<file path="src/rtl/uart_tx_scheduler_if.sv">
// Producer-side handshakes and transmitter drive signals of the UART TX scheduler.
// The scheduler uses the slave modport; the environment driving requesters uses master.
interface uart_tx_scheduler_if;
  logic       i_req0_valid;
  logic [0:7] i_req0_data;
  logic       o_req0_ready;
  logic       i_req1_valid;
  logic [0:7] i_req1_data;
  logic       o_req1_ready;
  logic [0:7] o_uart_data;
  logic       o_start_uart;
  logic       o_busy;
  logic       o_grant;

  modport slave (
    input  i_req0_valid, i_req0_data, i_req1_valid, i_req1_data,
    output o_req0_ready, o_req1_ready, o_uart_data, o_start_uart, o_busy, o_grant
  );

  modport master (
    output i_req0_valid, i_req0_data, i_req1_valid, i_req1_data,
    input  o_req0_ready, o_req1_ready, o_uart_data, o_start_uart, o_busy, o_grant
  );
endinterface

</file>
<file path="src/rtl/uart_tx_scheduler.sv">
// Round-robin sharing of one UART transmitter between two single-byte holding buffers.
// The transmitter has no busy flag, so each frame plus an idle gap is timed locally.
module uart_tx_scheduler #(
  parameter int CLKS_PER_BIT = 868,
  parameter int FRAME_BITS   = 10,
  parameter int GAP_CLKS     = 16
) (
  input  logic                   clk,
  input  logic                   i_reset,
  uart_tx_scheduler_if.slave     bus
);

  localparam int FRAME_CLKS = CLKS_PER_BIT * FRAME_BITS;
  localparam int CNT_W      = $clog2(FRAME_CLKS);
  localparam logic [CNT_W-1:0] FRAME_LOAD = CNT_W'(FRAME_CLKS - 1);
  localparam logic [CNT_W-1:0] GAP_LOAD   = CNT_W'(GAP_CLKS - 1);

  typedef enum logic [1:0] {IDLE, START, WAIT, GAP} state_t;

  state_t           state_reg;
  logic [CNT_W-1:0] cnt_reg;
  logic [0:7]       data_reg;
  logic             start_reg;
  logic             busy_reg;
  logic             grant_reg;

  logic [1:0]       valid_in;
  logic [0:7]       data_in   [2];
  logic [1:0]       full;
  logic [0:7]       hold_data [2];
  logic             any_full;
  logic             winner;
  logic             launch;

  assign valid_in   = {bus.i_req1_valid, bus.i_req0_valid};
  assign data_in[0] = bus.i_req0_data;
  assign data_in[1] = bus.i_req1_data;

  generate
    for (genvar gi = 0; gi < 2; gi++) begin : gen_buf
      logic       full_reg;
      logic [0:7] hold_reg;

      // A full buffer ignores valid; it empties only as its frame leaves START.
      always_ff @(posedge clk or negedge i_reset) begin
        if (!i_reset) begin
          full_reg <= 1'b0;
          hold_reg <= '0;
        end else if (valid_in[gi] && !full_reg) begin
          full_reg <= 1'b1;
          hold_reg <= data_in[gi];
        end else if (state_reg == START && grant_reg == 1'(gi)) begin
          full_reg <= 1'b0;
        end
      end

      assign full[gi]      = full_reg;
      assign hold_data[gi] = hold_reg;
    end
  endgenerate

  // With both buffers full the requester opposite the last grant wins.
  assign any_full = |full;
  assign winner   = (full[0] && full[1]) ? ~grant_reg : full[1];
  assign launch   = any_full && (state_reg == IDLE || (state_reg == GAP && cnt_reg == '0));

  always_ff @(posedge clk or negedge i_reset) begin
    if (!i_reset) begin
      state_reg <= IDLE;
      cnt_reg   <= '0;
      data_reg  <= '0;
      start_reg <= 1'b0;
      busy_reg  <= 1'b0;
      grant_reg <= 1'b1;
    end else if (launch) begin
      state_reg <= START;
      start_reg <= 1'b1;
      busy_reg  <= 1'b1;
      grant_reg <= winner;
      data_reg  <= hold_data[winner];
    end else begin
      case (state_reg)
        START: begin
          start_reg <= 1'b0;
          state_reg <= WAIT;
          cnt_reg   <= FRAME_LOAD;
        end
        WAIT: begin
          if (cnt_reg == '0) begin
            state_reg <= GAP;
            cnt_reg   <= GAP_LOAD;
          end else begin
            cnt_reg <= cnt_reg - CNT_W'(1);
          end
        end
        GAP: begin
          if (cnt_reg == '0) begin
            state_reg <= IDLE;
            busy_reg  <= 1'b0;
          end else begin
            cnt_reg <= cnt_reg - CNT_W'(1);
          end
        end
        default: begin
          state_reg <= IDLE;
        end
      endcase
    end
  end

  assign bus.o_req0_ready = !full[0];
  assign bus.o_req1_ready = !full[1];
  assign bus.o_uart_data  = data_reg;
  assign bus.o_start_uart = start_reg;
  assign bus.o_busy       = busy_reg;
  assign bus.o_grant      = grant_reg;

endmodule

</file>
<file path="src/flat_wrapper.sv">
// flat-port wrapper written by rule: the top's interface ports become plain ports
module uart_tx_scheduler_flat 
#(
  parameter int CLKS_PER_BIT = 868,
  parameter int FRAME_BITS   = 10,
  parameter int GAP_CLKS     = 16
)
  (clk, i_reset, bus_i_req0_valid, bus_i_req0_data, bus_i_req1_valid, bus_i_req1_data, bus_o_req0_ready, bus_o_req1_ready, bus_o_uart_data, bus_o_start_uart, bus_o_busy, bus_o_grant);
  uart_tx_scheduler_if bus_i ();
  input  logic clk;
  input  logic i_reset;
  input wire logic [$bits(bus_i.i_req0_valid)-1:0] bus_i_req0_valid;
  input wire logic [$bits(bus_i.i_req0_data)-1:0] bus_i_req0_data;
  input wire logic [$bits(bus_i.i_req1_valid)-1:0] bus_i_req1_valid;
  input wire logic [$bits(bus_i.i_req1_data)-1:0] bus_i_req1_data;
  output wire logic [$bits(bus_i.o_req0_ready)-1:0] bus_o_req0_ready;
  output wire logic [$bits(bus_i.o_req1_ready)-1:0] bus_o_req1_ready;
  output wire logic [$bits(bus_i.o_uart_data)-1:0] bus_o_uart_data;
  output wire logic [$bits(bus_i.o_start_uart)-1:0] bus_o_start_uart;
  output wire logic [$bits(bus_i.o_busy)-1:0] bus_o_busy;
  output wire logic [$bits(bus_i.o_grant)-1:0] bus_o_grant;
  assign bus_i.i_req0_valid = bus_i_req0_valid;
  assign bus_i.i_req0_data = bus_i_req0_data;
  assign bus_i.i_req1_valid = bus_i_req1_valid;
  assign bus_i.i_req1_data = bus_i_req1_data;
  assign bus_o_req0_ready = bus_i.o_req0_ready;
  assign bus_o_req1_ready = bus_i.o_req1_ready;
  assign bus_o_uart_data = bus_i.o_uart_data;
  assign bus_o_start_uart = bus_i.o_start_uart;
  assign bus_o_busy = bus_i.o_busy;
  assign bus_o_grant = bus_i.o_grant;
  uart_tx_scheduler #(.CLKS_PER_BIT(CLKS_PER_BIT), .FRAME_BITS(FRAME_BITS), .GAP_CLKS(GAP_CLKS)) u_core (.clk(clk), .i_reset(i_reset), .bus(bus_i));
endmodule
</file>
<file path="config.mk">
export PLATFORM = sky130hd
export DESIGN_NAME = uart_tx_scheduler_flat
export DESIGN_NICKNAME = d
export VERILOG_FILES = /design/src/rtl/uart_tx_scheduler_if.sv /design/src/rtl/uart_tx_scheduler.sv /design/src/flat_wrapper.sv
export SDC_FILE = /design/constraint.sdc
export NUM_CORES = 1
export LEC_CHECK = 0
export BUFFER_PORTS_ARGS = -buffer_cell sky130_fd_sc_hd__buf_2
export CORE_MARGIN = 2
export CORE_UTILIZATION = 45
export CTS_CLUSTER_DIAMETER = 200
export DETAILED_ROUTE_END_ITERATION = 10
export GPL_ROUTABILITY_DRIVEN = 0
export PLACE_DENSITY = 0.64
export SYNTH_ARGS = -nofsm -noshare
export SYNTH_HDL_FRONTEND = slang
export SYNTH_SLANG_ARGS = --single-unit
</file>
<file path="constraint.sdc">
create_clock -name clk -period 5 [get_ports clk]
set_clock_uncertainty 0.1 [all_clocks]
set_input_delay 0.25 -clock clk [delete_from_list [all_inputs] [get_ports clk]]
set_output_delay 0.25 -clock clk [all_outputs]
set_load 0.05 [all_outputs]
</file>
After elaboration in Yosys (flattened, before gate mapping)
Cells that the tools add are included.
{"block": "word_totals", "inputBits": 20, "out_inout_bits": 13, "regBits": 45}
{"block": "op_classes", "n_addsub": 1, "bitwise": 3, "n_mux": 20, "n_eq_ne": 6, "order_cmp": 1, "n_reduce_logical": 22}
{"op": "one-hot mux 14 bit (3 select lines)", "n": 1}
{"op": "two-way mux 14 bit", "n": 2}
{"op": "two-way mux 8 bit", "n": 3}
{"op": "zero test 14 bit", "n": 1}
{"op": "subtractor 14 x 1 -> 14 bit, second input constant", "n": 1}
{"op": "two-way mux 1 bit", "n": 10}
{"op": "nonzero test 2 bit", "n": 5}
{"op": "logical AND 1 bit", "n": 7}
{"op": "two-way mux 2 bit", "n": 3}
{"op": "one-hot mux 2 bit (3 select lines)", "n": 1}
{"op": "== test 2 bit, second input constant", "n": 2}
{"op": "AND reduction 2 bit", "n": 2}
{"op": "inequality test 3 x 1 -> 1 bit, second input constant", "n": 1}
{"op": "inequality test 3 x 2 -> 1 bit, second input constant", "n": 1}
{"op": "AND reduction 3 bit", "n": 1}
{"op": "nonzero test 3 bit", "n": 1}
{"op": "== test 2 x 1 -> 1 bit, second input constant", "n": 1}
{"op": "greater-or-equal comparator 2 bit, second input constant", "n": 1}
{"op": "zero test 1 bit", "n": 2}
{"op": "zero test 2 bit", "n": 1}
{"op": "inequality test 2 bit, second input constant", "n": 1}
{"op": "NOT 1 bit", "n": 2}
{"op": "NOT 1 -> 2 bit", "n": 1}
{"op": "OR reduction 2 bit", "n": 1}
{"op": "logical OR 1 bit", "n": 1}

Depth between registers and ports, before layout
Gate-level depths: netlist of run 1.
{"block": "logic_depth", "depth_word": 6, "ltp_mapped": 8}

Least setup slack after synthesis of run 1
OpenSTA, ideal clock, no wires.
{"block": "synth_path", "kind": "reg2reg", "startpoint": "register u_core.cnt_reg[0]", "endpoint": "register u_core.data_reg (netlist bit u_core.bus.o_uart_data[0])", "required_ns": 4.775, "setup_slack_ns": 2.802, "stages_incl_launch_ff": 8, "path_buffers": 0, "arrival_ns": 1.973, "period_less_slack_ns": 2.198, "cell_sequence": "dfrtp_1 inv_1 ha_1 nor3b_4 nand3_4 o21bai_4 a21boi_4 mux2_4"}
{"block": "synth_between", "elab_chain_len": 4}
{"item": "start: declaration", "line_no": "uart_tx_scheduler.sv:21", "source": "logic [CNT_W-1:0] cnt_reg;"}
{"item": "start signal: assignment", "line_no": "uart_tx_scheduler.sv:93", "source": "cnt_reg <= cnt_reg - CNT_W'(1);"}
{"item": "start signal: assignment", "line_no": "uart_tx_scheduler.sv:101", "source": "cnt_reg <= cnt_reg - CNT_W'(1);"}
{"item": "zero test 14 bit", "line_no": "uart_tx_scheduler.sv:65", "source": "assign launch = any_full && (state_reg == IDLE || (state_reg == GAP && cnt_reg == '0));"}
{"item": "logical AND 1 bit", "line_no": "uart_tx_scheduler.sv:65"}
{"item": "logical OR 1 bit", "line_no": "uart_tx_scheduler.sv:65"}
{"item": "logical AND 1 bit", "line_no": "uart_tx_scheduler.sv:65"}
{"item": "end signal: assignment", "line_no": "uart_tx_scheduler.sv:80", "source": "data_reg <= hold_data[winner];"}
{"item": "end: declaration", "line_no": "uart_tx_scheduler.sv:22", "source": "logic [0:7] data_reg;"}
Every way passes these cells.
A chain may end at the register's enable or synchronous reset.

Worst setup path in the final report of run 1
{"block": "layout_path", "startpoint": "register u_core.cnt_reg[0]", "endpoint": "register u_core.cnt_reg[10]"}
{"block": "layout_between", "elab_chain_len": 6, "elab_cells_between_ends": 11, "cone_classes": "add/sub (1); eq/ne (1); mux (3); bitwise (1); reduce/logical (5)"}
{"item": "parallel branches: the longest is 6 deep, another holds subtractor 14 x 1 -> 14 bit"}
Parallel ways; which one is timed is not known. The select of a mux whose other input is x is not followed.

==> results by group, run 1 <==
Cells and area
  – Multi-input gate area in the final layout: 1194 sq um
  – Layout cells sized above 1: 0.3663
  – Most frequent cells in the layout: 44 x dfrtp_1, 32 x buf_2, 25 x o21ai_0
  – Inserted Diodes: 0
  – Most common cell after layout, fill and taps aside: dfrtp_1
  – Final design instance area without fill: 2686 sq um
  – Final-layout fill cell count: 501
  – Flip-flop count of the largest register, all copies and words added: 16
  – Final Core Density: 0.5226
  – Area taken by flip-flops and latches: 1127 sq um
  – Final net count: 269
  – Area growth, synth to finish: 12.06%

Routing
  – DRC viols: 0
  – Number of search-and-repair iterations in the first detailed-routing pass: 4
  – Wire length per cell: 15.47 um
  – Routed vias/inst: 5.626
  – Total routed wirelength: 4841 um
  – Vias: 1761
  – First DRT Iteration DRCs: 91
  – Residual antenna-violating net count after detailed routing: 0

CTS
  – Inserted Clock Buffers: 5
  – Number of levels the H-tree was split into: 2
  – Maximum clock insertion buffer count: 2
  – Clk_lat worst skew: 300 ps
  – Post-CTS Setup Bufs: 0
  – CTS Sinks: 45
  – Post-cts hold buffer count: 0
  – CTS tree: built
  – Clock root buffer: clkbuf_8
  – Worst-path clk slew: 90 ps
  – Number of resized instances in the post-cts repair step: 0

Synth
  – Proportion of synthesized chip area in sequential cells: 0.4703
  – Net Count, Synth: 238
  – Cell variety after synth: 49
  – Number of warnings reported in the yosys synthesis log: 0
  – Summed instance area of the synthesized netlist: 2397 sq um
  – Synthesized area per cell: 11.36 sq um
  – Flip-flop and latch count after synthesis: 45
  – Async set-or-reset flop fraction in the synthesized netlist: 1.000
  – Commonest register cell after synthesis: dfrtp_1
  – Number of cells produced by synthesis: 211
  – Count of flip-flops with a built-in enable after synthesis: 0

Floorplanning
  – Die area: 5927 sq um
  – Die Width: 76.99 um
  – Cell Rows: 26
  – Chip Height: 76.99 um
  – Area of the placeable core: 5140 sq um
  – Starting density of the core: 0.4664
  – # IOs: 33

Critical path
  – Worst endpoint data arrival time: 3030 ps
  – Internal reg-to-reg setup slack: 2060 ps
  – Setup crit start kind: flip-flop
  – Worst setup path endpoint: u_core.cnt_reg[10]
  – Crit Reg-Reg Startpoint: u_core.cnt_reg[0]
  – Start-to-end type of the worst setup path: reg2reg
  – Critical path peak fanout: 13
  – Critical Path Sink Type: flip-flop
  – Data required, critical path: 5090 ps
  – Reg-to-reg critical path endpoint: u_core.cnt_reg[10]
  – Worst Reg-to-Reg Cells: 7
  – Start point of the critical path: u_core.cnt_reg[0]

Timing
  – Final hold violation count: 0
  – Final setup vio count: 0
  – Max-slew violation count: 0
  – Least-Margin Pin Slew: 1212 ps
  – Period minus WS final: 2939 ps
  – Smallest hold slack: 4.670 ps
  – Sum of negative setup slack: 0 ps
  – RSZ-0062 raised after global routing: no
  – Highest attainable clock frequency: 340.3 MHz
  – Period utilization: 0.5877
  – Slew HR: 0.1846

Global routing
  – Initial antenna violation count: 0
  – Congestion Overflow GR: 0
  – Maximum number of pins on one net before global-route repair: 46
  – Global-route usage over all layers: 0.1738
  – Wire length of the first global-routing pass: 8107 um
  – Number of global-route vias before repair: 1664

Pwr
  – Total leakage power: 1.121 nW
  – Worst IR Drop VDD: 0.3453 mV
  – Power density over cell area: 622.0 nW/um^2
  – Total Power Consumption: 1.671 mW

Job
  – Max-cap violations: 0

Placement
  – Placement Cell Area: 2599 sq um
  – HPWL after DPL: 3404 um
  – Number of input and output port buffers inserted: 32

Outcome
  – Outcome: completed

Min path
  – Min-delay worst type: in2async
## kinds of logic (layout without fill, tap and decap cells)
group | Yosys count | count (layout) | share of synthesized area
AOI/OAI and AO/OA | 61 | 61 | 0.1675
and+or+nand+nor | 50 | 50 | 0.1310
DFF | 45 | 45 | 0.4703
muxes | 32 | 32 | 0.1628
buffers and inverters | 16 | 48 | 0.03184
adders and majority gates | 7 | 7 | 0.03653
## power by group
| group | switching (mW) | internal (mW) | total [mW] | leakage (nW) |
|---|---|---|---|---|
| combinational | 0.491 | 0.361 | 0.852 | 0.568 |
| sequential | 0.0888 | 0.501 | 0.589 | 0.516 |
| clock | 0.130 | 0.0986 | 0.229 | 0.0374 |
## stage by stage
stage	cells	setup WS, ps
global placement	305	2165
finish	313	2061
global route	313	1818
detailed placement	305	2068
floorplan	211	2802
CTS	313	2088
## critical path, cell delays in order (launching register included)
cell     delay (ps)
dfrtp_1         450
inv_1           120
ha_1            150
nor3b_4         350
nand4_1         480
o21ai_1         800
or2_2           290
o21ai_0          90
## Yosys cell counts, drive strengths merged (2+ instances only)
| master | n | area, sq um |
|---|---|---|
| and3 | 2 | 13.77 |
| buf | 3 | 27.52 |
| nand2 | 8 | 32.54 |
| dfrtp | 44 | 1101 |
| ha | 7 | 87.58 |
| a21oi | 10 | 53.80 |
| clkbuf | 5 | 18.77 |
| inv | 8 | 30.03 |
| or4 | 2 | 16.27 |
| nand3 | 5 | 37.54 |
| nor2b | 2 | 12.51 |
| nor3b | 2 | 26.28 |
| nor3 | 5 | 25.02 |
| a31oi | 9 | 56.30 |
| o41ai | 2 | 17.52 |
| o21ai | 26 | 130.1 |
| nor4 | 4 | 46.29 |
| mux2 | 32 | 390.4 |
| nand4 | 2 | 12.51 |
| or2 | 2 | 12.51 |
| nor2 | 11 | 41.29 |
| o31ai | 4 | 30.03 |
## layer usage
metal,up-vias,GRT usage,routed length [um],share of wire
met4,0,0.06607,89,0.018
met1,857,0.2383,2305,0.48
met5,-,0,0,0
met3,9,0.04118,225,0.046
met2,48,0.2684,2219,0.46
li1,847,-,-,-
## final cells by class
| class | instances | area share |
|---|---|---|
| multi-input cells | 150 | 0.4443 |
| well taps | 70 | 0.03260 |
| clock inverters | 2 | 0.005589 |
| flip-flops and latches | 45 | 0.4197 |
| clock buffers | 6 | 0.02701 |
| inverters | 8 | 0.01118 |
| repair buffers | 32 | 0.05962 |
## how the worst min path moves through the flow
stage / startpoint / endpoint / depth (start not counted)
after floorplan: i_reset / u_core.bus.o_busy / 0
after global placement: bus_i_req0_data[5] / u_core.gen_buf[0].hold_reg[2] / 2
after detailed placement: i_reset / u_core.cnt_reg[0] / 1
after CTS: i_reset / u_core.cnt_reg[12] / 1
after global routing: bus_i_req0_data[1] / u_core.gen_buf[0].hold_reg[6] / 2
final: i_reset / u_core.cnt_reg[2] / 1
Note: power is estimated with default switching activity, not from simulation.
==> inputs of run 2 (changes only) <==
- clock period: 5 -> 2.8 ns (I/O delays scaled with it)
==> results by group, run 2 (synthesis gave the netlist of run 1 again) <==
Outcome
  – Outcome: completed (unchanged)

Routing
  – Total routed wirelength: 5067 um (was 4841 um)
  – Residual antenna-violating net count after detailed routing: 0 (unchanged)
  – First DRT Iteration DRCs: 120 (was 91)
  – Wire length per cell: 15.22 um (was 15.47 um)
  – DRC viols: 0 (unchanged)
  – Number of search-and-repair iterations in the first detailed-routing pass: 4 (unchanged)
  – Routed vias/inst: 5.351 (was 5.626)
  – Vias: 1782 (was 1761)

Cells and area
  – Flip-flop count of the largest register, all copies and words added: 16 (unchanged)
  – Inserted Diodes: 0 (unchanged)
  – Final cell count without fillers: 333 (was 313)
  – Final design instance area without fill: 2879 sq um (was 2686 sq um)
  – Final net count: 289 (was 269)
  – Most frequent cells in the layout: 44 x dfrtp_1, 32 x buf_2, 25 x o21ai_0 (unchanged)
  – Most common cell after layout, fill and taps aside: dfrtp_1 (unchanged)
  – Area growth, synth to finish: 20.09% (was 12.06%)
  – Layout cells sized above 1: 0.3498 (was 0.3663)

Timing
  – Period utilization: 0.8662 (was 0.5877)
  – Sum of negative setup slack: 0 ps (unchanged)
  – Period minus WS final: 2425 ps (was 2939 ps)
  – Final hold violation count: 0 (unchanged)
  – Least-Margin Pin Slew: 979.0 ps (was 1212 ps)
  – RSZ-0062 raised after global routing: no (unchanged)
  – Highest attainable clock frequency: 412.3 MHz (was 340.3 MHz)
  – Min setup slack post-route: 374.7 ps (was 2061 ps)
  – Slew HR: 0.3473 (was 0.1846)
  – Final setup vio count: 0 (unchanged)
  – Max-slew violation count: 0 (unchanged)

CTS
  – CTS Sinks: 45 (unchanged)
  – Number of resized instances in the post-cts repair step: 0 (unchanged)
  – Post-cts hold buffer count: 17 (was 0)
  – CTS tree: built (unchanged)
  – Worst-path clk slew: 80 ps (was 90 ps)
  – Number of levels the H-tree was split into: 2 (unchanged)
  – Clk_lat worst skew: 300 ps (about the same)
  – Clock root buffer: clkbuf_8 (unchanged)
  – Maximum clock insertion buffer count: 2 (unchanged)
  – Post-CTS Setup Bufs: 0 (unchanged)
  – Inserted Clock Buffers: 5 (unchanged)

Global routing
  – Wire length of the first global-routing pass: 8445 um (was 8107 um)
  – Congestion Overflow GR: 0 (unchanged)
  – Maximum number of pins on one net before global-route repair: 46 (unchanged)
  – Global-route usage over all layers: 0.1798 (was 0.1738)
  – Initial antenna violation count: 0 (unchanged)
  – Number of global-route vias before repair: 1742 (was 1664)

Pwr
  – Cell-internal power: 1.746 mW (was 960.6 uW)
  – Worst IR Drop VDD: 0.7419 mV (was 0.3453 mV)
  – Power density over cell area: 1050 nW/um^2 (was 622.0 nW/um^2)
  – Combinational cell fraction of total power: 0.516 (was 0.510)
  – Sequential Power Share: 0.352 (was 0.353)
  – Total leakage power: 1.207 nW (was 1.121 nW)
  – NetSw: 1.278 mW (was 710.2 uW)
  – Share of power burned in the clock network: 0.133 (was 0.137)
  – Switch share: 0.4226 (was 0.4251)

Critical path
  – Worst Reg-to-Reg Cells: 7 (unchanged)
  – Start-to-end type of the worst setup path: reg2reg (unchanged)
  – Internal reg-to-reg setup slack: 370 ps (was 2060 ps)
  – Reg-to-reg critical path endpoint: u_core.bus.o_uart_data[0] (was u_core.cnt_reg[10])
  – Setup crit start kind: flip-flop (unchanged)
  – Worst endpoint data arrival time: 2510 ps (was 3030 ps)
  – Critical Path Sink Type: flip-flop (unchanged)
  – Crit Reg-Reg Startpoint: u_core.cnt_reg[0] (unchanged)
  – Data required, critical path: 2890 ps (was 5090 ps)
  – Critical path peak fanout: 9 (was 13)

Placement
  – Placement Cell Area: 2621 sq um (was 2599 sq um)
  – Placed cell count: 308 (was 305)
  – Worst slack, placed: 390.9 ps (was 2068 ps)
  – Number of input and output port buffers inserted: 32 (unchanged)
  – HPWL after DPL: 3463 um (was 3404 um)

Min path
  – HP Start: bus_i_req1_valid
  – Min-Delay Path Depth: 3
  – Sink of the worst hold path: u_core.gen_buf[1].full_reg
  – Min-delay worst type: in2reg (was in2async)

Floorplanning
  – Chip Height: 76.99 um (unchanged)
  – Starting density of the core: 0.4664 (unchanged)
  – Area of the placeable core: 5140 sq um (unchanged)
  – Die area: 5927 sq um (unchanged)
  – Die Width: 76.99 um (unchanged)
  – # IOs: 33 (unchanged)
  – Cell Rows: 26 (unchanged)

Job
  – Max-cap violations: 0 (unchanged)
-- run 2: changes by cell type in the layout (fill, tap and decap cells not counted) --
cell,previous run,this run
buf_4,0,3
dlygate4sd3_1,0,17
-- run 2: power groups by stage --
stage	registers (mW)	clock network, mW	logic [mW]
3_5_place_dp	1.08	0	1.54
4_1_cts	1.06	0.418	1.57
3_3_place_gp	1.07	0	1.52
2_1_floorplan	1.28	0	1.01
5_1_grt	1.10	0.442	1.68
6_report	1.06	0.401	1.56
-- run 2: how the worst max path moves through the flow --
stage	start	end	slack (ps)
5_1_grt	u_core.cnt_reg[0]	u_core.cnt_reg[12]	200
2_1_floorplan	u_core.cnt_reg[0]	u_core.bus.o_uart_data[0]	600
3_5_place_dp	u_core.cnt_reg[0]	u_core.bus.o_uart_data[0]	390
6_report	u_core.cnt_reg[0]	u_core.bus.o_uart_data[0]	370
3_3_place_gp	u_core.cnt_reg[0]	u_core.bus.o_uart_data[5]	450
4_1_cts	u_core.cnt_reg[0]	u_core.bus.o_uart_data[0]	390
-- run 2: worst max-delay path, cell delays in order, from the launching register on --
cell	delay (ps)
dfrtp_1	450
inv_1	110
ha_1	150
nor3b_4	350
nand3_4	180
o21bai_4	210
a21boi_4	430
mux2_4	340
-- run 2: per-layer routing --
metal  share of wire  GRT usage
met4           0.018    0.06607
met3           0.050    0.04588
met5               0          0
met1            0.47     0.2415
met2            0.46     0.2825
-- run 2: final cells by class --
type	instances	area, sq um
Fill cell	478	2261
Multi-Input combinational cell	150	1194
Sequential cell	45	1127
Timing Repair Buffer	52	352.8
Tap cell	70	87.58
Clock buffer	6	72.57
Inverter	8	30.03
Clock inverter	2	15.01
-- run 2: metrics by stage --
step,power (mW),utilization,hold slack (ps)
global placement,2.593,0.5100,263.0
floorplan,2.286,-,-255.6
detailed placement,2.622,0.5100,268.5
finish,3.023,0.5601,5.650
global route,3.219,0.5601,18.11
CTS,3.049,0.5601,0.7052
==> inputs of run 3 (changes only) <==
- ABC_CLOCK_PERIOD_IN_PS: not set -> 2800
- CAP_MARGIN: not set -> 30
- RECOVER_POWER: not set -> 25
==> results by group, run 3 (synthesis gave the netlist of run 1 again) <==
Routing
  – Total routed wirelength: 5050 um (was 5067 um)
  – Routed vias/inst: 5.355 (was 5.351)
  – DRC viols: 0 (unchanged)
  – Number of search-and-repair iterations in the first detailed-routing pass: 4 (unchanged)
  – Vias: 1794 (was 1782)
  – First DRT Iteration DRCs: 89 (was 120)
  – Wire length per cell: 15.07 um (was 15.22 um)
  – Residual antenna-violating net count after detailed routing: 0 (unchanged)

Cells and area
  – Most common cell after layout, fill and taps aside: dfrtp_1 (unchanged)
  – Inserted Diodes: 0 (unchanged)
  – Area growth, synth to finish: 21.45% (was 20.09%)
  – Multi-input gate area in the final layout: 1194 sq um (unchanged)
  – Final net count: 291 (was 289)
  – Layout cells sized above 1: 0.3509 (was 0.3498)
  – Final cell count without fillers: 335 (was 333)
  – Most frequent cells in the layout: 44 x dfrtp_1, 31 x buf_2, 25 x o21ai_0 (was 44 x dfrtp_1, 32 x buf_2, 25 x o21ai_0)
  – Final-layout fill cell count: 479 (was 478)
  – Flip-flop count of the largest register, all copies and words added: 16 (unchanged)
  – Area taken by flip-flops and latches: 1127 sq um (unchanged)

Critical path
  – Cell type of the slowest stage on the worst timing path: dfrtp_1 (unchanged)
  – Crit Reg-Reg Startpoint: u_core.cnt_reg[0] (unchanged)
  – Reg-to-reg critical path endpoint: u_core.bus.o_uart_data[0] (unchanged)
  – Internal reg-to-reg setup slack: 360 ps (was 370 ps)
  – CP Cell Sequence: inv_1 -> ha_1 -> nor3b_4 -> nand3_4 -> o21bai_4 -> a21boi_4 -> mux2_4 (unchanged)
  – Start-to-end type of the worst setup path: reg2reg (unchanged)
  – Setup crit start kind: flip-flop (unchanged)
  – Worst Reg-to-Reg Cells: 7 (unchanged)
  – Max stage delay on crit path: 450 ps (about the same)
  – Critical Path Sink Type: flip-flop (unchanged)
  – Worst endpoint data arrival time: 2530 ps (was 2510 ps)
  – Critical path peak fanout: 9 (unchanged)
  – Data required, critical path: 2890 ps (about the same)

Floorplanning
  – Cell Rows: 26 (unchanged)
  – Die Width: 76.99 um (unchanged)
  – # IOs: 33 (unchanged)
  – Die area: 5927 sq um (unchanged)
  – Area of the placeable core: 5140 sq um (unchanged)
  – Chip Height: 76.99 um (unchanged)
  – Starting density of the core: 0.4664 (unchanged)

CTS
  – Clock root buffer: clkbuf_8 (unchanged)
  – CTS Sinks: 45 (unchanged)
  – Post-cts hold buffer count: 18 (was 17)
  – CTS tree: built (unchanged)
  – Maximum clock insertion buffer count: 2 (unchanged)
  – Inserted Clock Buffers: 5 (unchanged)
  – Post-CTS Setup Bufs: 0 (unchanged)
  – Clk_lat worst skew: 300 ps (about the same)
  – Number of levels the H-tree was split into: 2 (unchanged)
  – Worst-path clk slew: 80 ps (about the same)
  – Number of resized instances in the post-cts repair step: 0 (unchanged)

Timing
  – Period minus WS final: 2435 ps (was 2425 ps)
  – Max-slew violation count: 0 (unchanged)
  – Smallest hold slack: 8.154 ps (was 5.650 ps)
  – Min setup slack post-route: 365.0 ps (was 374.7 ps)
  – Sum of negative setup slack: 0 ps (unchanged)
  – Final hold violation count: 0 (unchanged)
  – Highest attainable clock frequency: 410.7 MHz (was 412.3 MHz)
  – Final setup vio count: 0 (unchanged)
  – RSZ-0062 raised after global routing: no (unchanged)
  – Least-Margin Pin Slew: 802.9 ps (was 979.0 ps)
  – Period utilization: 0.8696 (was 0.8662)
  – Slew HR: 0.4636 (was 0.3473)

Pwr
  – Total leakage power: 1.228 nW (was 1.207 nW)
  – Total Power Consumption: 3.044 mW (was 3.023 mW)
  – Worst IR Drop VDD: 0.6091 mV (was 0.7419 mV)
  – Power density over cell area: 1045 nW/um^2 (was 1050 nW/um^2)

Global routing
  – Number of global-route vias before repair: 1774 (was 1742)
  – Maximum number of pins on one net before global-route repair: 36 (was 46)
  – Global-route usage over all layers: 0.1811 (was 0.1798)
  – Wire length of the first global-routing pass: 8418 um (was 8445 um)
  – Initial antenna violation count: 0 (unchanged)
  – Congestion Overflow GR: 0 (unchanged)

Outcome
  – Outcome: completed (unchanged)

Min path
  – Min-delay worst type: in2reg (unchanged)
  – HP Start: bus_i_req1_valid (unchanged)
  – Min-Delay Path Depth: 3 (unchanged)
  – Sink of the worst hold path: u_core.gen_buf[1].full_reg (unchanged)

Placement
  – Worst slack, placed: 387.6 ps (was 390.9 ps)
  – Placed cell count: 309 (was 308)
  – Number of input and output port buffers inserted: 32 (unchanged)
  – HPWL after DPL: 3549 um (was 3463 um)

Job
  – Max-cap violations: 0 (unchanged)
==> run 3: worst max-delay path by stage <==
stage / startpoint / endpoint / cells after the start
3_3_place_gp: u_core.cnt_reg[0] / u_core.bus.o_uart_data[5] / 7
2_1_floorplan: u_core.cnt_reg[0] / u_core.bus.o_uart_data[0] / 7
6_report: u_core.cnt_reg[0] / u_core.bus.o_uart_data[0] / 7
4_1_cts: u_core.cnt_reg[0] / u_core.bus.o_uart_data[0] / 7
3_5_place_dp: u_core.cnt_reg[0] / u_core.bus.o_uart_data[0] / 7
5_1_grt: u_core.cnt_reg[0] / u_core.cnt_reg[12] / 8
==> run 3: critical path: cells and delay by family (launching register included) <==
family                   cells  cell delay (ps)
buffers and inverters        1              110
flip-flops                   1              450
adder cells (fa/ha/maj)      1              150
AND/OR/NAND/NOR              2              530
multiplexers                 1              340
AO/OA/AOI/OAI                2              650
==> run 3: metal layers <==
| layer | GRT usage | routed length [um] |
|---|---|---|
| met1 | 0.2485 | 2466 |
| met2 | 0.2772 | 2342 |
| met3 | 0.03176 | 161 |
| met4 | 0.09107 | 79 |
| met5 | 0 | 0 |
==> run 3: metrics by stage <==
step,util,instance area [sq um]
after global placement,0.5100,2621
after floorplan,-,2397
after CTS,0.5667,2913
after detailed placement,0.5139,2641
final,0.5665,2912
after global routing,0.5665,2912
==> run 3: final cells by class <==
type,count,area share
Clock inverter,3,0.007735
Inverter,8,0.01031
Sequential cell,45,0.3872
Timing Repair Buffer,54,0.1311
Clock buffer,5,0.02364
Multi-Input combinational cell,150,0.4100
Tap cell,70,0.03008
==> run 3: where the power goes <==
part           total (mW)  leakage [nW]  switching, mW  internal (mW)
logic                1.56         0.664          0.885          0.679
clock network       0.416        0.0481          0.238          0.177
registers            1.06         0.516          0.170          0.894
